--- config.mk ---
export PLATFORM = sky130hd
export DESIGN_NAME = tlc_lamp_monitor_flat
export DESIGN_NICKNAME = d
export VERILOG_FILES = /design/src/rtl/tlc_pkg.sv /design/src/rtl/tlc_lamp_monitor_if.sv /design/src/rtl/tlc_light_tracker.sv /design/src/rtl/tlc_lamp_monitor.sv /design/src/flat_wrapper.sv
export SDC_FILE = /design/constraint.sdc
export NUM_CORES = 1
export LEC_CHECK = 0
export ABC_AREA = 1
export BUFFER_PORTS_ARGS = -buffer_cell sky130_fd_sc_hd__clkbuf_2
export CAP_MARGIN = 5
export CORE_ASPECT_RATIO = 0.7
export CORE_MARGIN = 8
export CORE_UTILIZATION = 54
export CTS_BUF_LIST = sky130_fd_sc_hd__clkbuf_16
export DETAILED_ROUTE_END_ITERATION = 10
export PLACE_DENSITY = 0.74
export SLEW_MARGIN = 0
export SYNTH_ARGS = -nofsm -noshare
export SYNTH_HDL_FRONTEND = slang
export SYNTH_SLANG_ARGS = --single-unit
--- constraint.sdc ---
create_clock -name clk -period 2 [get_ports clk]
set_input_delay 0.4 -clock clk [delete_from_list [all_inputs] [get_ports clk]]
set_output_delay 0.4 -clock clk [all_outputs]
set_load 0.005 [all_outputs]
--- src/rtl/tlc_pkg.sv ---
// Shared types and constants for the traffic-light lamp monitor.
package tlc_pkg;

    localparam int unsigned NUM_LIGHTS = 6;
    localparam int unsigned NUM_PAIRS  = 15;
    localparam int unsigned LAMP_W     = 3 * NUM_LIGHTS;

    typedef enum logic [1:0] {
        GREEN  = 2'd0,
        YELLOW = 2'd1,
        RED    = 2'd2,
        BAD    = 2'd3
    } light_e;

    typedef enum logic [2:0] {
        F_NONE         = 3'd0,
        F_ILLEGAL      = 3'd1,
        F_CONFLICT     = 3'd2,
        F_TRANSITION   = 3'd3,
        F_SHORT_YELLOW = 3'd4
    } fault_e;

    typedef enum logic [1:0] {
        ST_ARM     = 2'd0,
        ST_MONITOR = 2'd1,
        ST_FAULT   = 2'd2
    } state_e;

    // Zero-based light indices of each conflict pair, in CONFLICT_PAIRS bit order.
    localparam int unsigned PAIR_LO [NUM_PAIRS] = '{0, 0, 0, 0, 0, 1, 1, 1, 1, 2, 2, 2, 3, 3, 4};
    localparam int unsigned PAIR_HI [NUM_PAIRS] = '{1, 2, 3, 4, 5, 2, 3, 4, 5, 3, 4, 5, 4, 5, 5};

    // All lamps red at the given phase, yellow and green dark.
    function automatic logic [LAMP_W-1:0] lamp_flash(input logic phase);
        return {NUM_LIGHTS{phase, 2'b00}};
    endfunction

endpackage

--- src/rtl/tlc_lamp_monitor_if.sv ---
// Light-code inputs, clear request and lamp/fault outputs of the monitor.
interface tlc_lamp_monitor_if;
    import tlc_pkg::*;

    logic [1:0]        TL1;
    logic [1:0]        TL2;
    logic [1:0]        TL3;
    logic [1:0]        TL4;
    logic [1:0]        TL5;
    logic [1:0]        TL6;
    logic              fault_clr;
    logic [LAMP_W-1:0] lamp_out;
    logic              fault_o;
    logic [2:0]        fault_code;
    logic [2:0]        fault_light;

    modport master (
        output TL1, TL2, TL3, TL4, TL5, TL6, fault_clr,
        input  lamp_out, fault_o, fault_code, fault_light
    );

    modport slave (
        input  TL1, TL2, TL3, TL4, TL5, TL6, fault_clr,
        output lamp_out, fault_o, fault_code, fault_light
    );

endinterface

--- src/rtl/tlc_light_tracker.sv ---
// Per-light history and yellow counter; flags illegal codes, bad steps and short yellow.
module tlc_light_tracker
    import tlc_pkg::*;
#(
    parameter int unsigned MIN_YELLOW = 4
) (
    input  logic       clk,
    input  logic       reset,
    input  logic [1:0] code,
    input  logic       arm,
    output logic       illegal_c,
    output logic       trans_c,
    output logic       short_c,
    output logic [2:0] decode_c
);

    localparam int unsigned YW   = $clog2(MIN_YELLOW + 1);
    localparam logic [YW-1:0] YMAX = YW'(MIN_YELLOW);

    logic [1:0]    hist;
    logic [YW-1:0] ycnt;

    // A light already yellow when arming has unknown history, so assume a full yellow.
    always_ff @(posedge clk) begin
        if (!reset) begin
            hist <= RED;
            ycnt <= '0;
        end else begin
            hist <= code;
            if (code != YELLOW) begin
                ycnt <= '0;
            end else if (arm) begin
                ycnt <= YMAX;
            end else if (hist != YELLOW) begin
                ycnt <= YW'(1);
            end else if (ycnt != YMAX) begin
                ycnt <= ycnt + 1'b1;
            end
        end
    end

    always_comb begin
        illegal_c = (code == BAD);
        short_c   = (hist == YELLOW) && (code == RED) && (ycnt < YMAX);
        trans_c   = 1'b0;
        decode_c  = 3'b000;
        case (hist)
            GREEN:   trans_c = !((code == GREEN)  || (code == YELLOW));
            YELLOW:  trans_c = !((code == YELLOW) || (code == RED));
            RED:     trans_c = !((code == RED)    || (code == GREEN));
            default: trans_c = 1'b1;
        endcase
        case (code)
            GREEN:   decode_c = 3'b001;
            YELLOW:  decode_c = 3'b010;
            RED:     decode_c = 3'b100;
            default: decode_c = 3'b000;
        endcase
    end

endmodule

--- src/rtl/tlc_lamp_monitor.sv ---
// Lamp driver and safety monitor: decodes light codes and latches flashing-red faults.
module tlc_lamp_monitor
    import tlc_pkg::*;
#(
    parameter int unsigned          MIN_YELLOW     = 4,
    parameter int unsigned          FLASH_HALF     = 8,
    parameter logic [NUM_PAIRS-1:0] CONFLICT_PAIRS = 15'h7BAF
) (
    input logic               clk,
    input logic               reset,
    tlc_lamp_monitor_if.slave bus
);

    localparam int unsigned FW = (FLASH_HALF > 1) ? $clog2(FLASH_HALF) : 1;

    state_e                state;
    logic [FW-1:0]         flash_cnt;
    logic                  flash_ph;
    logic [1:0]            codes [NUM_LIGHTS];
    logic [NUM_LIGHTS-1:0] illegal;
    logic [NUM_LIGHTS-1:0] trans;
    logic [NUM_LIGHTS-1:0] short_y;
    logic [NUM_LIGHTS-1:0] nonred;
    logic [LAMP_W-1:0]     decode;
    logic                  arm;
    logic                  all_red;
    logic [2:0]            ill_l;
    logic [2:0]            con_l;
    logic [2:0]            tr_l;
    logic [2:0]            sy_l;
    fault_e                det_code;
    logic [2:0]            det_light;

    assign codes[0] = bus.TL1;
    assign codes[1] = bus.TL2;
    assign codes[2] = bus.TL3;
    assign codes[3] = bus.TL4;
    assign codes[4] = bus.TL5;
    assign codes[5] = bus.TL6;
    assign arm      = (state == ST_ARM);

    for (genvar i = 0; i < NUM_LIGHTS; i++) begin : g_trk
        tlc_light_tracker #(
            .MIN_YELLOW (MIN_YELLOW)
        ) u_trk (
            .clk       (clk),
            .reset     (reset),
            .code      (codes[i]),
            .arm       (arm),
            .illegal_c (illegal[i]),
            .trans_c   (trans[i]),
            .short_c   (short_y[i]),
            .decode_c  (decode[3*i +: 3])
        );
        assign nonred[i] = (codes[i] != RED);
    end

    assign all_red = ~|nonred;

    // Downward scans leave the lowest-numbered offender; sequence checks are masked while arming.
    always_comb begin
        ill_l     = '0;
        con_l     = '0;
        tr_l      = '0;
        sy_l      = '0;
        det_code  = F_NONE;
        det_light = '0;
        for (int i = NUM_LIGHTS - 1; i >= 0; i--) begin
            if (illegal[i]) ill_l = 3'(i + 1);
            if (trans[i])   tr_l  = 3'(i + 1);
            if (short_y[i]) sy_l  = 3'(i + 1);
        end
        for (int k = NUM_PAIRS - 1; k >= 0; k--) begin
            if (CONFLICT_PAIRS[k] && nonred[PAIR_LO[k]] && nonred[PAIR_HI[k]])
                con_l = 3'(PAIR_LO[k] + 1);
        end
        if (ill_l != '0) begin
            det_code  = F_ILLEGAL;
            det_light = ill_l;
        end else if (con_l != '0) begin
            det_code  = F_CONFLICT;
            det_light = con_l;
        end else if (!arm && (tr_l != '0)) begin
            det_code  = F_TRANSITION;
            det_light = tr_l;
        end else if (!arm && (sy_l != '0)) begin
            det_code  = F_SHORT_YELLOW;
            det_light = sy_l;
        end
    end

    always_ff @(posedge clk) begin
        if (!reset) begin
            state           <= ST_ARM;
            flash_cnt       <= '0;
            flash_ph        <= 1'b1;
            bus.lamp_out    <= lamp_flash(1'b1);
            bus.fault_o     <= 1'b0;
            bus.fault_code  <= '0;
            bus.fault_light <= '0;
        end else begin
            case (state)
                ST_ARM, ST_MONITOR: begin
                    if (det_code != F_NONE) begin
                        state           <= ST_FAULT;
                        flash_cnt       <= '0;
                        flash_ph        <= 1'b1;
                        bus.lamp_out    <= lamp_flash(1'b1);
                        bus.fault_o     <= 1'b1;
                        bus.fault_code  <= det_code;
                        bus.fault_light <= det_light;
                    end else begin
                        state        <= ST_MONITOR;
                        bus.lamp_out <= decode;
                    end
                end
                ST_FAULT: begin
                    // Clear is honoured only once every light is already showing red.
                    if (bus.fault_clr && all_red) begin
                        state           <= ST_ARM;
                        flash_cnt       <= '0;
                        flash_ph        <= 1'b1;
                        bus.lamp_out    <= decode;
                        bus.fault_o     <= 1'b0;
                        bus.fault_code  <= '0;
                        bus.fault_light <= '0;
                    end else if (flash_cnt == FW'(FLASH_HALF - 1)) begin
                        flash_cnt    <= '0;
                        flash_ph     <= ~flash_ph;
                        bus.lamp_out <= lamp_flash(~flash_ph);
                    end else begin
                        flash_cnt    <= flash_cnt + 1'b1;
                        bus.lamp_out <= lamp_flash(flash_ph);
                    end
                end
                default: state <= ST_ARM;
            endcase
        end
    end

endmodule

--- src/flat_wrapper.sv ---
// flat-port wrapper written by rule: the top's interface ports become plain ports
module tlc_lamp_monitor_flat import tlc_pkg::*;
#(
    parameter int unsigned          MIN_YELLOW     = 4,
    parameter int unsigned          FLASH_HALF     = 8,
    parameter logic [NUM_PAIRS-1:0] CONFLICT_PAIRS = 15'h7BAF
)
  (clk, reset, bus_TL1, bus_TL2, bus_TL3, bus_TL4, bus_TL5, bus_TL6, bus_fault_clr, bus_lamp_out, bus_fault_o, bus_fault_code, bus_fault_light);
  tlc_lamp_monitor_if bus_i ();
  input logic clk;
  input logic reset;
  input wire logic [$bits(bus_i.TL1)-1:0] bus_TL1;
  input wire logic [$bits(bus_i.TL2)-1:0] bus_TL2;
  input wire logic [$bits(bus_i.TL3)-1:0] bus_TL3;
  input wire logic [$bits(bus_i.TL4)-1:0] bus_TL4;
  input wire logic [$bits(bus_i.TL5)-1:0] bus_TL5;
  input wire logic [$bits(bus_i.TL6)-1:0] bus_TL6;
  input wire logic [$bits(bus_i.fault_clr)-1:0] bus_fault_clr;
  output wire logic [$bits(bus_i.lamp_out)-1:0] bus_lamp_out;
  output wire logic [$bits(bus_i.fault_o)-1:0] bus_fault_o;
  output wire logic [$bits(bus_i.fault_code)-1:0] bus_fault_code;
  output wire logic [$bits(bus_i.fault_light)-1:0] bus_fault_light;
  assign bus_i.TL1 = bus_TL1;
  assign bus_i.TL2 = bus_TL2;
  assign bus_i.TL3 = bus_TL3;
  assign bus_i.TL4 = bus_TL4;
  assign bus_i.TL5 = bus_TL5;
  assign bus_i.TL6 = bus_TL6;
  assign bus_i.fault_clr = bus_fault_clr;
  assign bus_lamp_out = bus_i.lamp_out;
  assign bus_fault_o = bus_i.fault_o;
  assign bus_fault_code = bus_i.fault_code;
  assign bus_fault_light = bus_i.fault_light;
  tlc_lamp_monitor #(.MIN_YELLOW(MIN_YELLOW), .FLASH_HALF(FLASH_HALF), .CONFLICT_PAIRS(CONFLICT_PAIRS)) u_core (.clk(clk), .reset(reset), .bus(bus_i));
endmodule
==> results of run 1 <==
-- cells by family after synthesis --
kind of cell / share of synthesized area [%]
and+or+nand+nor: 28.76
xor gates and xnor gates: 1.525
buffers and inverters: 9.928
DFF: 30.38
AOI/OAI and AO/OA: 12.92
adders and majority gates: 16.50
-- registers in the layout, summed over array words and instances, names as in the netlist --
name,flops
u_core.bus.fault_code,3
u_core.bus.fault_light,3
u_core.bus.fault_o,1
u_core.bus.lamp_out,18
u_core.flash_cnt,3
u_core.flash_ph,1
u_core.g_trk.u_trk.hist,12
u_core.g_trk.u_trk.ycnt,18
u_core.state,2
-- power by group --
part / leakage [µW] / internal (µW) / total (µW) / switching [µW]
Clock: 0.000149 / 1070 / 1640 / 573
Combinational: 0.00189 / 307 / 725 / 418
Sequential: 0.000500 / 1270 / 1310 / 39.7
-- path summary, 6_finish.rpt --
kind | from | endpoint | slack, ns
setup / recovery | bus_TL2[0] | u_core.bus.fault_light[0] | 0.008
hold / removal | bus_TL3[0] | u_core.g_trk[2].u_trk.hist[0] | 0.28
setup reg to reg | u_core.g_trk[4].u_trk.hist[1] | u_core.bus.lamp_out[17] | 0.008
hold reg to reg | u_core.bus.fault_code[0] | u_core.bus.fault_code[0] | 0.46
-- critical path, cell delays in order --
cell	delay (ns)
sky130_fd_sc_hd__buf_6	0.10
sky130_fd_sc_hd__inv_6	0.07
sky130_fd_sc_hd__ha_4	0.16
sky130_fd_sc_hd__nand2_2	0.06
sky130_fd_sc_hd__nand2_1	0.08
sky130_fd_sc_hd__nand2_1	0.10
sky130_fd_sc_hd__a21oi_4	0.21
sky130_fd_sc_hd__buf_6	0.12
sky130_fd_sc_hd__inv_2	0.02
sky130_fd_sc_hd__nand2_1	0.09
sky130_fd_sc_hd__nand2_2	0.09
sky130_fd_sc_hd__nand3_4	0.10
sky130_fd_sc_hd__buf_4	0.11
sky130_fd_sc_hd__buf_4	0.10
sky130_fd_sc_hd__nand4_1	0.07
sky130_fd_sc_hd__nand3_1	0.12
sky130_fd_sc_hd__nand2_1	0.06
sky130_fd_sc_hd__nand2_1	0.07
sky130_fd_sc_hd__a21oi_1	0.06
-- synthesized netlist by cell type (all sizes together) --
cell type,count
or2,5
nor2,40
clkbuf,6
o21ai,15
inv,87
dfxtp,61
xnor2,1
o31ai,1
o21bai,1
a21oi,38
buf,4
nand4,7
ha,53
clkinv,3
a211oi,5
xor2,6
o2111ai,2
nor4,3
nand3,39
a31oi,1
nor3,7
a311oi,1
nand2,138
nand3b,2
o211ai,6
a2111oi,4
-- through the flow --
step                      instance area (µm²)  total power (µW)
after global routing                     5680              3798
final                                    5680              3674
after CTS                                5189              3549
after detailed placement                 4883              1920
after global placement                   4883              1901
after floorplan                          4086              1657
-- metal layers --
layer / up-vias / part of all wire (%) / global-route usage [%]
met4: 0 / 1.8 / 5.943
met5: - / 0 / 0
met3: 24 / 6.0 / 6.117
met2: 133 / 49 / 35.13
li1: 1968 / - / -
met1: 1941 / 44 / 26.04
-- area by class of cell --
| cell class | count | area, µm² |
|---|---|---|
| Tap cell | 98 | 122.6 |
| Sequential cell | 61 | 1231 |
| Clock buffer | 9 | 225.2 |
| Multi-Input combinational cell | 375 | 2778 |
| Clock inverter | 7 | 80.08 |
| Fill cell | 490 | 1574 |
| Timing Repair Buffer | 122 | 872.1 |
| Inverter | 90 | 371.6 |
-- what timing repair did --
| action | CTS | global route |
|---|---|---|
| hold buffers | 0 | 0 |
| buffers inserted | 0 | 11 |
| resized for setup | 0 | 132 |
| pin swaps | 1 | 51 |
| endpoints found under the setup margin | 6 | 30 |
| endpoints found under the hold margin | 0 | 0 |
==> flow_summary.html, run 1 <==
<table>
<tr><th>Metric</th><th>Value</th></tr>
<tr><th colspan="2">Power</th></tr>
<tr><td>Maximum resistive drop on vdd</td><td>0.0003980 V</td></tr>
<tr><td>Cell area power density</td><td>approximately 650 nW/µm²</td></tr>
<tr><td>Static leakage power</td><td>0.002542 µW</td></tr>
<tr><th colspan="2">CTS</th></tr>
<tr><td>Clock Root Buffer</td><td>sky130_fd_sc_hd__clkbuf_16</td></tr>
<tr><td>Clock tree from TritonCTS</td><td>done</td></tr>
<tr><td>Maximum level of the CTS H-tree</td><td>3</td></tr>
<tr><td>Total clock sinks</td><td>just over 60</td></tr>
<tr><td>Clk pin slew, worst setup/hold paths</td><td>around 0.06 ns</td></tr>
<tr><td>Total clock buffers created by CTS</td><td>9</td></tr>
<tr><td>Buffer depth of the longest clock path</td><td>2</td></tr>
<tr><td>Later-pin clock latency in the skew report</td><td>between 0.3 and 0.4 ns</td></tr>
<tr><th colspan="2">STA</th></tr>
<tr><td>Sum of negative setup slack</td><td>0 ns</td></tr>
<tr><td>Final Slew Violations</td><td>0</td></tr>
<tr><td>Worst hold margin</td><td>0.2828 ns</td></tr>
<tr><td>Slew HR</td><td>71.13%</td></tr>
<tr><td>Max Freq</td><td>0.5021 GHz</td></tr>
<tr><td>Post-route setup slack</td><td>0.008303 ns</td></tr>
<tr><td>Final critical delay including setup and external delays</td><td>about 2 ns</td></tr>
<tr><td>Setup repair after global routing missed its margin</td><td>true</td></tr>
<tr><td>Final setup violation count</td><td>0</td></tr>
<tr><td>Clock skew</td><td>about 0.0090 ns</td></tr>
<tr><td>Number of hold-slack violations in the final timing report</td><td>0</td></tr>
<tr><td>Share of the clock period used by the worst path after layout</td><td>~100%</td></tr>
<tr><td>Slew at the pin with the worst max-slew slack</td><td>between 0.4 and 0.5 ns</td></tr>
<tr><th colspan="2">Job</th></tr>
<tr><td>Max Cap Viol</td><td>0</td></tr>
<tr><th colspan="2">Floorplan</th></tr>
<tr><td>Die ar.</td><td>10510 µm²</td></tr>
<tr><td>Floorplan row count</td><td>26</td></tr>
<tr><td>Core Footprint</td><td>7254 µm²</td></tr>
<tr><td>Height of the chip</td><td>between 80 and 90 µm</td></tr>
<tr><td>X dimension of the die</td><td>119.1 µm</td></tr>
<tr><td>Top-level I/O count</td><td>40</td></tr>
<tr><td>Initial Utilization</td><td>approximately 55%</td></tr>
<tr><th colspan="2">Worst setup path</th></tr>
<tr><td>Peak fanout along the critical path</td><td>3</td></tr>
<tr><td>Setup crit start kind</td><td>input pin</td></tr>
<tr><td>Worst path arrival time</td><td>between 2 and 2.5 ns</td></tr>
<tr><td>Start-to-end type of the worst setup path</td><td>in2reg</td></tr>
<tr><td>Number of cells traversed by the worst register-to-register path</td><td>12</td></tr>
<tr><td>Kind of capture point of the worst setup path</td><td>flip-flop</td></tr>
<tr><td>Required @ worst endpoint</td><td>approximately 2.2 ns</td></tr>
<tr><th colspan="2">Drt</th></tr>
<tr><td>Number of DRC markers after the initial detailed-route iteration</td><td>~220</td></tr>
<tr><td>Total length of routed wires</td><td>~12 mm</td></tr>
<tr><td>Post-route antenna net violation count</td><td>0</td></tr>
<tr><td>Wirelength per Cell</td><td>about 16 µm</td></tr>
<tr><td>Number of iterations in the first detailed-routing pass</td><td>5</td></tr>
<tr><td>Detailed-route vias per instance</td><td>5.336</td></tr>
<tr><td>Via Count</td><td>4066</td></tr>
<tr><td>DRC violations left</td><td>0</td></tr>
<tr><th colspan="2">Logic synthesis</th></tr>
<tr><td>Post-synthesis cell count</td><td>536</td></tr>
<tr><td>Post-synthesis cell type count</td><td>42</td></tr>
<tr><td>Post-Syn Area</td><td>about 4000 µm²</td></tr>
<tr><td>Warnings from Yosys</td><td>0</td></tr>
<tr><td>Top area cells in the synthesized netlist</td><td>sky130_fd_sc_hd__dfxtp_1 30%, sky130_fd_sc_hd__ha_1 16%, sky130_fd_sc_hd__nand2_1 12%</td></tr>
<tr><td>Sequential cell area fraction in the yosys report</td><td>30.38%</td></tr>
<tr><td>Portion of synthesized cell area occupied by the leading cell type</td><td>a little under a third</td></tr>
<tr><td>Flip-flop and latch count after synthesis</td><td>just over 60</td></tr>
<tr><td>Synthesized netlist net count</td><td>approximately 600</td></tr>
<tr><td>Syn_area_per_cell</td><td>roughly 7.5 µm²</td></tr>
<tr><td>Cell taking the most area after synthesis</td><td>sky130_fd_sc_hd__dfxtp_1</td></tr>
<tr><th colspan="2">Final layout</th></tr>
<tr><td>Share of post-route cells with drive strength above 1</td><td>about two fifths</td></tr>
<tr><td>Leading cell type in the layout, fill and taps excluded</td><td>sky130_fd_sc_hd__nand2_1</td></tr>
<tr><td>Core Util, Final</td><td>78.30%</td></tr>
<tr><td>Final net count</td><td>roughly 730</td></tr>
<tr><td>Antenna diode instance count</td><td>0</td></tr>
<tr><td>Highest-count cells in the layout ignoring fill and taps</td><td>116 x sky130_fd_sc_hd__nand2_1, 82 x sky130_fd_sc_hd__buf_4, 57 x sky130_fd_sc_hd__inv_1, 55 x sky130_fd_sc_hd__dfxtp_1, 36 x sky130_fd_sc_hd__ha_1</td></tr>
<tr><td>Area added between synthesis and finish</td><td>41.30%</td></tr>
<tr><td>Final instance count without filler cells</td><td>approximately 760</td></tr>
<tr><th colspan="2">Placed design</th></tr>
<tr><td>I/O Buffers</td><td>39</td></tr>
<tr><td>DP Worst Slack</td><td>-0.3299 ns</td></tr>
<tr><td>RePlAce Congestion</td><td>roughly 0.9</td></tr>
<tr><td>HPWL Detailed</td><td>a little over 8 mm</td></tr>
<tr><td>Placed Instances</td><td>735</td></tr>
<tr><th colspan="2">Global route</th></tr>
<tr><td>Total congestion overflow after global routing</td><td>0</td></tr>
<tr><td>Combined global-route utilization of all metal layers</td><td>between 20% and 30%</td></tr>
<tr><td>Maximum number of pins on one net before global-route repair</td><td>18</td></tr>
<tr><td>Initial antenna violation count</td><td>0</td></tr>
<tr><td>Global-route wire length before repair</td><td>17.76 mm</td></tr>
<tr><td>Vias in the first global route</td><td>about 3800</td></tr>
<tr><th colspan="2">Min path</th></tr>
<tr><td>Number of stages on the worst hold path</td><td>3</td></tr>
<tr><td>Path category of the worst min-delay check</td><td>in2reg</td></tr>
<tr><th colspan="2">Outcome</th></tr>
<tr><td>Status</td><td>complete, no violations</td></tr>
</table>
(Power assumes the default switching activity.)
==> run 2, diff against run 1 <==
Settings changed: BUFFER_PORTS_ARGS -buffer_cell sky130_fd_sc_hd__clkbuf_2 to -buffer_cell sky130_fd_sc_hd__buf_2.
==> flow_summary.html, run 2 (same netlist as run 1, synthesis figures left out) <==
<table>
<tr><th>Metric</th><th>Value</th></tr>
<tr><th colspan="2">Placed design</th></tr>
<tr><td>I/O Buffers</td><td>39</td></tr>
<tr><td>HPWL Detailed</td><td>slightly above 8 mm</td></tr>
<tr><td>RePlAce Congestion</td><td>around 0.91</td></tr>
<tr><th colspan="2">STA</th></tr>
<tr><td>Setup repair after global routing missed its margin</td><td>true</td></tr>
<tr><td>Post-route setup slack</td><td>-0.03841 ns</td></tr>
<tr><td>Slew HR</td><td>between 70% and 80%</td></tr>
<tr><td>Slew at the pin with the worst max-slew slack</td><td>0.4337 ns</td></tr>
<tr><td>Number of hold-slack violations in the final timing report</td><td>0</td></tr>
<tr><td>Sum of negative setup slack</td><td>-0.06907 ns</td></tr>
<tr><td>Final critical delay including setup and external delays</td><td>2.038 ns</td></tr>
<tr><td>Clock skew</td><td>0.007345 ns</td></tr>
<tr><td>Worst hold margin</td><td>approximately 0.32 ns</td></tr>
<tr><td>Final Slew Violations</td><td>0</td></tr>
<tr><td>Share of the clock period used by the worst path after layout</td><td>101.9%</td></tr>
<tr><td>Final setup violation count</td><td>4</td></tr>
<tr><td>Max Freq</td><td>roughly 0.5 GHz</td></tr>
<tr><th colspan="2">Global route</th></tr>
<tr><td>Vias in the first global route</td><td>3841</td></tr>
<tr><td>Maximum number of pins on one net before global-route repair</td><td>18</td></tr>
<tr><td>Initial antenna violation count</td><td>0</td></tr>
<tr><td>Total congestion overflow after global routing</td><td>0</td></tr>
<tr><td>Combined global-route utilization of all metal layers</td><td>between 20% and 30%</td></tr>
<tr><td>Global-route wire length before repair</td><td>17.95 mm</td></tr>
<tr><th colspan="2">Final layout</th></tr>
<tr><td>Area added between synthesis and finish</td><td>33.24%</td></tr>
<tr><td>Core Util, Final</td><td>73.84%</td></tr>
<tr><td>Final net count</td><td>just over 700</td></tr>
<tr><td>Fill count</td><td>just over 500</td></tr>
<tr><td>Area occupied by registers</td><td>~1200 µm²</td></tr>
<tr><td>Area of the multi-input gates</td><td>2610 µm²</td></tr>
<tr><td>Share of post-route cells with drive strength above 1</td><td>between 30 and 40%</td></tr>
<tr><td>Highest-count cells in the layout ignoring fill and taps</td><td>119 x sky130_fd_sc_hd__nand2_1, 78 x sky130_fd_sc_hd__buf_4, 60 x sky130_fd_sc_hd__inv_1, 55 x sky130_fd_sc_hd__dfxtp_1, 46 x sky130_fd_sc_hd__ha_1</td></tr>
<tr><td>Leading cell type in the layout, fill and taps excluded</td><td>sky130_fd_sc_hd__nand2_1</td></tr>
<tr><td>Antenna diode instance count</td><td>0</td></tr>
<tr><td>Regs by FF count</td><td>u_core.bus.lamp_out (18), u_core.g_trk.u_trk.ycnt (18), u_core.g_trk.u_trk.hist (12)</td></tr>
<tr><th colspan="2">Floorplan</th></tr>
<tr><td>Height of the chip</td><td>88.19 µm</td></tr>
<tr><td>Top-level I/O count</td><td>40</td></tr>
<tr><td>Floorplan row count</td><td>26</td></tr>
<tr><td>Die ar.</td><td>10510 µm²</td></tr>
<tr><td>X dimension of the die</td><td>about 120 µm</td></tr>
<tr><td>Initial Utilization</td><td>55.42%</td></tr>
<tr><td>Core Footprint</td><td>7254 µm²</td></tr>
<tr><th colspan="2">Worst setup path</th></tr>
<tr><td>Setup crit start kind</td><td>input pin</td></tr>
<tr><td>Worst path arrival time</td><td>~2.3 ns</td></tr>
<tr><td>Kind of capture point of the worst setup path</td><td>flip-flop</td></tr>
<tr><td>Start-to-end type of the worst setup path</td><td>in2reg</td></tr>
<tr><td>Required @ worst endpoint</td><td>about 2.3 ns</td></tr>
<tr><td>Peak fanout along the critical path</td><td>7</td></tr>
<tr><th colspan="2">Power</th></tr>
<tr><td>Net switching power figure</td><td>991.5 µW</td></tr>
<tr><td>Switching power as a share of total power</td><td>between 20% and 30%</td></tr>
<tr><td>Cell area power density</td><td>between 600 and 700 nW/µm²</td></tr>
<tr><td>Combinational Power Share</td><td>between 10% and 20%</td></tr>
<tr><td>Clock power share</td><td>41.8%</td></tr>
<tr><td>Int Power</td><td>2364 µW</td></tr>
<tr><td>Sequential fraction of design power</td><td>38.9%</td></tr>
<tr><td>Maximum resistive drop on vdd</td><td>between 0.0005 and 0.0006 V</td></tr>
<tr><td>Static leakage power</td><td>~0.0025 µW</td></tr>
<tr><td>Design Power</td><td>~3400 µW</td></tr>
<tr><th colspan="2">CTS</th></tr>
<tr><td>Clock tree from TritonCTS</td><td>done</td></tr>
<tr><td>Later-pin clock latency in the skew report</td><td>between 0.3 and 0.4 ns</td></tr>
<tr><td>Clock Root Buffer</td><td>sky130_fd_sc_hd__clkbuf_16</td></tr>
<tr><td>Maximum level of the CTS H-tree</td><td>3</td></tr>
<tr><td>Total clock buffers created by CTS</td><td>9</td></tr>
<tr><td>Buffer depth of the longest clock path</td><td>2</td></tr>
<tr><td>Clk pin slew, worst setup/hold paths</td><td>0.05 ns</td></tr>
<tr><td>Total clock sinks</td><td>61</td></tr>
<tr><th colspan="2">Min path</th></tr>
<tr><td>Path category of the worst min-delay check</td><td>in2reg</td></tr>
<tr><th colspan="2">Drt</th></tr>
<tr><td>Post-route antenna net violation count</td><td>0</td></tr>
<tr><td>Via Count</td><td>roughly 4000</td></tr>
<tr><td>Total length of routed wires</td><td>~11 mm</td></tr>
<tr><td>DRC violations left</td><td>0</td></tr>
<tr><td>Wirelength per Cell</td><td>approximately 15 µm</td></tr>
<tr><td>Detailed-route vias per instance</td><td>a little over 5</td></tr>
<tr><td>Number of DRC markers after the initial detailed-route iteration</td><td>208</td></tr>
<tr><td>Number of iterations in the first detailed-routing pass</td><td>4</td></tr>
<tr><th colspan="2">Job</th></tr>
<tr><td>Max Cap Viol</td><td>0</td></tr>
<tr><th colspan="2">Outcome</th></tr>
<tr><td>Status</td><td>finished with violations</td></tr>
<tr><td>Violated checks</td><td>negative setup slack</td></tr>
</table>
## run 2: cell count changes in the layout (fill, tap and decap cells not counted), moves of 6 or more
cell                       change
sky130_fd_sc_hd__buf_2        +33
sky130_fd_sc_hd__buf_6         -7
sky130_fd_sc_hd__ha_1         +10
sky130_fd_sc_hd__clkbuf_2     -29
sky130_fd_sc_hd__ha_4          -6
## run 2: timing repair
action                                  CTS  global route
gates resized for setup                   3            56
endpoints found under the setup margin    9            30
pin swaps                                 3            23
setup buffers                             0             7
endpoints found under the hold margin     0             0
hold buffers                              0             0
## run 2: metrics by stage
step,worst slack (ns),instance area (µm²),instances
after floorplan,0.004189,4086,536
after global placement,-0.2709,4861,732
after detailed placement,-0.3891,4861,732
after CTS,0.002144,5139,748
after global routing,-0.1607,5356,755
final,-0.03841,5356,755
## run 2: final timing paths
path                                                       to  slack [ns]                          start  cells after the start
worst max-delay path                u_core.bus.fault_light[2]       -0.04                     bus_TL4[0]                     16
worst min-delay path            u_core.g_trk[4].u_trk.hist[1]        0.32                     bus_TL5[1]                      3
worst max register to register      u_core.bus.fault_light[2]       -0.03  u_core.g_trk[1].u_trk.hist[1]                     12
worst min register to register       u_core.bus.fault_code[0]        0.45       u_core.bus.fault_code[0]                      2
## run 2: metal layers
metal | track usage [%] | share of wire (%)
met4 | 6.400 | 1.8
met2 | 36.40 | 47
met1 | 25.51 | 43
met3 | 6.053 | 7.4
met5 | 0 | 0
## run 2: critical path, cell delays in order
cell	delay (ns)
sky130_fd_sc_hd__buf_2	0.11
sky130_fd_sc_hd__inv_2	0.07
sky130_fd_sc_hd__ha_4	0.17
sky130_fd_sc_hd__nand2_1	0.07
sky130_fd_sc_hd__nand2_1	0.09
sky130_fd_sc_hd__nand2_2	0.09
sky130_fd_sc_hd__nand2_1	0.06
sky130_fd_sc_hd__nand2_2	0.13
sky130_fd_sc_hd__nor2_4	0.05
sky130_fd_sc_hd__a21oi_4	0.15
sky130_fd_sc_hd__nand3_2	0.11
sky130_fd_sc_hd__nand2_4	0.09
sky130_fd_sc_hd__nand3_4	0.15
sky130_fd_sc_hd__o21ai_4	0.31
sky130_fd_sc_hd__nand2_1	0.11
sky130_fd_sc_hd__a21oi_2	0.14
## run 2: power by group through the flow
stage	sequential, µW	clock [µW]	combinational (µW)
final	1300	1400	648
after global routing	1310	1480	712
after CTS	1300	1420	600
after detailed placement	1320	0	591
after global placement	1320	0	575
after floorplan	1320	0	336
## run 2: final cells by class
type | count | area share (%)
sequential | 61 | 22.94
clock buffer | 9 | 4.205
multi-input combinational | 375 | 48.73
tap | 98 | 2.289
timing repair buffer | 115 | 14.48
inverter | 90 | 6.564
clock inverter | 7 | 0.7942
==> run 3, diff against run 2 <==
Settings changed: CORE_ASPECT_RATIO 0.7 to not set.
==> flow_summary.html, run 3 (same netlist as run 1, synthesis figures left out) <==
<table>
<tr><th>Metric</th><th>Value</th></tr>
<tr><th colspan="2">Outcome</th></tr>
<tr><td>Status</td><td>complete, no violations</td></tr>
<tr><th colspan="2">Final layout</th></tr>
<tr><td>Antenna diode instance count</td><td>0</td></tr>
<tr><td>Share of post-route cells with drive strength above 1</td><td>42.15%</td></tr>
<tr><td>Area occupied by registers</td><td>between 1000 and 1500 µm²</td></tr>
<tr><td>Regs by FF count</td><td>u_core.bus.lamp_out (18), u_core.g_trk.u_trk.ycnt (18), u_core.g_trk.u_trk.hist (12)</td></tr>
<tr><td>Final net count</td><td>726</td></tr>
<tr><td>Highest-count cells in the layout ignoring fill and taps</td><td>110 x sky130_fd_sc_hd__nand2_1, 83 x sky130_fd_sc_hd__buf_4, 59 x sky130_fd_sc_hd__inv_1, 55 x sky130_fd_sc_hd__dfxtp_1, 36 x sky130_fd_sc_hd__ha_1</td></tr>
<tr><td>Leading cell type in the layout, fill and taps excluded</td><td>sky130_fd_sc_hd__nand2_1</td></tr>
<tr><td>Area added between synthesis and finish</td><td>41.89%</td></tr>
<tr><td>Final non-filler cell area</td><td>between 5000 and 6000 µm²</td></tr>
<tr><td>Fill count</td><td>around 480</td></tr>
<tr><td>Core Util, Final</td><td>79.07%</td></tr>
<tr><td>Area of the multi-input gates</td><td>2774 µm²</td></tr>
<tr><th colspan="2">CTS</th></tr>
<tr><td>Clock tree from TritonCTS</td><td>done</td></tr>
<tr><td>Maximum level of the CTS H-tree</td><td>3</td></tr>
<tr><td>Clk pin slew, worst setup/hold paths</td><td>about 0.050 ns</td></tr>
<tr><td>Total clock sinks</td><td>61</td></tr>
<tr><td>Clock Root Buffer</td><td>sky130_fd_sc_hd__clkbuf_16</td></tr>
<tr><td>Buffer depth of the longest clock path</td><td>2</td></tr>
<tr><td>Later-pin clock latency in the skew report</td><td>~0.33 ns</td></tr>
<tr><td>Total clock buffers created by CTS</td><td>9</td></tr>
<tr><td>Number of hold buffers added after cts</td><td>0</td></tr>
<tr><th colspan="2">Global route</th></tr>
<tr><td>Global-route wire length before repair</td><td>17.61 mm</td></tr>
<tr><td>Vias in the first global route</td><td>about 3900</td></tr>
<tr><td>Combined global-route utilization of all metal layers</td><td>around a fifth</td></tr>
<tr><td>Total congestion overflow after global routing</td><td>0</td></tr>
<tr><td>Initial antenna violation count</td><td>0</td></tr>
<tr><td>Maximum number of pins on one net before global-route repair</td><td>18</td></tr>
<tr><th colspan="2">Floorplan</th></tr>
<tr><td>Die ar.</td><td>roughly 10000 µm²</td></tr>
<tr><td>Initial Utilization</td><td>between 50% and 60%</td></tr>
<tr><td>Top-level I/O count</td><td>40</td></tr>
<tr><td>Height of the chip</td><td>just over 100 µm</td></tr>
<tr><td>Core Footprint</td><td>between 7000 and 8000 µm²</td></tr>
<tr><td>X dimension of the die</td><td>102.3 µm</td></tr>
<tr><td>Floorplan row count</td><td>31</td></tr>
<tr><th colspan="2">Placed design</th></tr>
<tr><td>Post-placement cell area</td><td>around 5000 µm²</td></tr>
<tr><td>DP Worst Slack</td><td>-0.3733 ns</td></tr>
<tr><td>I/O Buffers</td><td>39</td></tr>
<tr><td>HPWL Detailed</td><td>between 8 and 9 mm</td></tr>
<tr><td>RePlAce Congestion</td><td>just under 0.9</td></tr>
<tr><th colspan="2">STA</th></tr>
<tr><td>Final critical delay including setup and external delays</td><td>between 1.5 and 2 ns</td></tr>
<tr><td>Number of hold-slack violations in the final timing report</td><td>0</td></tr>
<tr><td>Share of the clock period used by the worst path after layout</td><td>roughly 100%</td></tr>
<tr><td>Slew HR</td><td>roughly 70%</td></tr>
<tr><td>Final setup violation count</td><td>0</td></tr>
<tr><td>Post-route setup slack</td><td>~0.03 ns</td></tr>
<tr><td>Final Slew Violations</td><td>0</td></tr>
<tr><td>Clock skew</td><td>0.007770 ns</td></tr>
<tr><td>Setup repair after global routing missed its margin</td><td>true</td></tr>
<tr><td>Slew at the pin with the worst max-slew slack</td><td>around 0.44 ns</td></tr>
<tr><td>Max Freq</td><td>around 0.51 GHz</td></tr>
<tr><th colspan="2">Drt</th></tr>
<tr><td>Detailed-route vias per instance</td><td>between 5 and 6</td></tr>
<tr><td>DRC violations left</td><td>0</td></tr>
<tr><td>Wirelength per Cell</td><td>between 15 and 20 µm</td></tr>
<tr><td>Via Count</td><td>roughly 4000</td></tr>
<tr><td>Number of iterations in the first detailed-routing pass</td><td>5</td></tr>
<tr><td>Number of DRC markers after the initial detailed-route iteration</td><td>~240</td></tr>
<tr><td>Post-route antenna net violation count</td><td>0</td></tr>
<tr><td>Total length of routed wires</td><td>roughly 12 mm</td></tr>
<tr><th colspan="2">Worst setup path</th></tr>
<tr><td>Worst reg2reg setup slack</td><td>about 0.030 ns</td></tr>
<tr><td>Peak fanout along the critical path</td><td>7</td></tr>
<tr><td>Setup crit start kind</td><td>flip-flop</td></tr>
<tr><td>Start-to-end type of the worst setup path</td><td>reg2reg</td></tr>
<tr><td>Endpoint of the most critical setup path</td><td>u_core.bus.fault_o</td></tr>
<tr><td>Required @ worst endpoint</td><td>approximately 2.3 ns</td></tr>
<tr><td>Number of cells traversed by the worst register-to-register path</td><td>12</td></tr>
<tr><td>Crit Reg-Reg Startpoint</td><td>u_core.g_trk[4].u_trk.hist[1]</td></tr>
<tr><td>CP startpoint</td><td>u_core.g_trk[4].u_trk.hist[1]</td></tr>
<tr><td>Kind of capture point of the worst setup path</td><td>flip-flop</td></tr>
<tr><td>Worst reg2reg endpoint</td><td>u_core.bus.fault_o</td></tr>
<tr><td>Worst path arrival time</td><td>2.23 ns</td></tr>
<tr><th colspan="2">Power</th></tr>
<tr><td>Cell area power density</td><td>616.4 nW/µm²</td></tr>
<tr><td>Maximum resistive drop on vdd</td><td>~0.00044 V</td></tr>
<tr><td>Static leakage power</td><td>around 0.0025 µW</td></tr>
<tr><th colspan="2">Job</th></tr>
<tr><td>Max Cap Viol</td><td>0</td></tr>
<tr><th colspan="2">Min path</th></tr>
<tr><td>Path category of the worst min-delay check</td><td>in2reg</td></tr>
</table>
run 3: cell types whose count changed in the layout (fill, tap and decap cells not counted), sizes merged:
cell / before / now
buf: 113 / 121
clkbuf: 11 / 9
clkinvlp: 3 / 1
bufinv: 0 / 1
clkinv: 8 / 9
inv: 86 / 85
run 3: cell type report:
type | instances | share of cell area (%)
clock inverter | 6 | 0.9651
clock buffer | 9 | 3.948
tap | 99 | 2.172
timing repair buffer | 121 | 15.84
sequential | 61 | 21.58
inverter | 90 | 6.866
multi-input combinational | 375 | 48.63
run 3: worst min-delay path by stage:
| stage | from | end | slack [ns] | depth (start not counted) |
|---|---|---|---|---|
| final | bus_TL5[1] | u_core.g_trk[4].u_trk.hist[1] | 0.29 | 3 |
| after global routing | bus_TL5[1] | u_core.g_trk[4].u_trk.hist[1] | 0.29 | 3 |
| after CTS | bus_TL4[0] | u_core.g_trk[3].u_trk.hist[0] | 0.32 | 3 |
| after detailed placement | u_core.bus.fault_code[1] | u_core.bus.fault_code[1] | 0.45 | 2 |
| after global placement | u_core.bus.fault_light[1] | u_core.bus.fault_light[1] | 0.44 | 2 |
| after floorplan | u_core.bus.fault_light[0] | u_core.bus.fault_light[0] | 0.45 | 2 |
run 3: repair_timing:
item	4_1_cts	5_1_grt
setup buffers	0	15
hold endpoints to repair	0	0
endpoints found under the setup margin	9	30
gates resized for setup	1	135
pin swaps	1	32
run 3: critical path, cell delays in order (launching register included):
cell	delay, ns
sky130_fd_sc_hd__dfxtp_4	0.36
sky130_fd_sc_hd__inv_2	0.07
sky130_fd_sc_hd__nand2_2	0.05
sky130_fd_sc_hd__or2_0	0.20
sky130_fd_sc_hd__nand2_2	0.15
sky130_fd_sc_hd__nor2_4	0.06
sky130_fd_sc_hd__a21oi_4	0.16
sky130_fd_sc_hd__nand3_4	0.10
sky130_fd_sc_hd__nand2_4	0.10
sky130_fd_sc_hd__nand3_4	0.13
sky130_fd_sc_hd__o21ai_4	0.28
sky130_fd_sc_hd__nand2_1	0.11
sky130_fd_sc_hd__a21oi_2	0.13
run 3: power by group:
| part | total (µW) | leakage [µW] | switching, µW | internal [µW] |
|---|---|---|---|---|
| combinational | 718 | 0.00190 | 408 | 311 |
| sequential | 1300 | 0.000500 | 38.1 | 1270 |
| clock | 1490 | 0.000145 | 549 | 944 |
| total | 3520 | 0.00254 | 995 | 2520 |
run 3: layer usage:
layer	routed length [µm]	part of all wire, %	GRT usage [%]
met1	4670	40	23.55
met2	6179	52	38.08
met3	616	5.2	5.245
met4	319	2.7	7.788
met5	0	0	0
run 3: through the flow:
| stage | cells | hold WS (ns) | TNS, ns | total power, µW |
|---|---|---|---|---|
| final | 761 | 0.2870 | 0 | 3516 |
| after global routing | 761 | 0.2920 | -0.6576 | 3651 |
| after CTS | 747 | 0.3190 | 0 | 3398 |
| after detailed placement | 732 | 0.4530 | -8.966 | 1914 |
| after global placement | 732 | 0.4401 | -7.156 | 1893 |
| after floorplan | 536 | 0.4482 | 0 | 1657 |
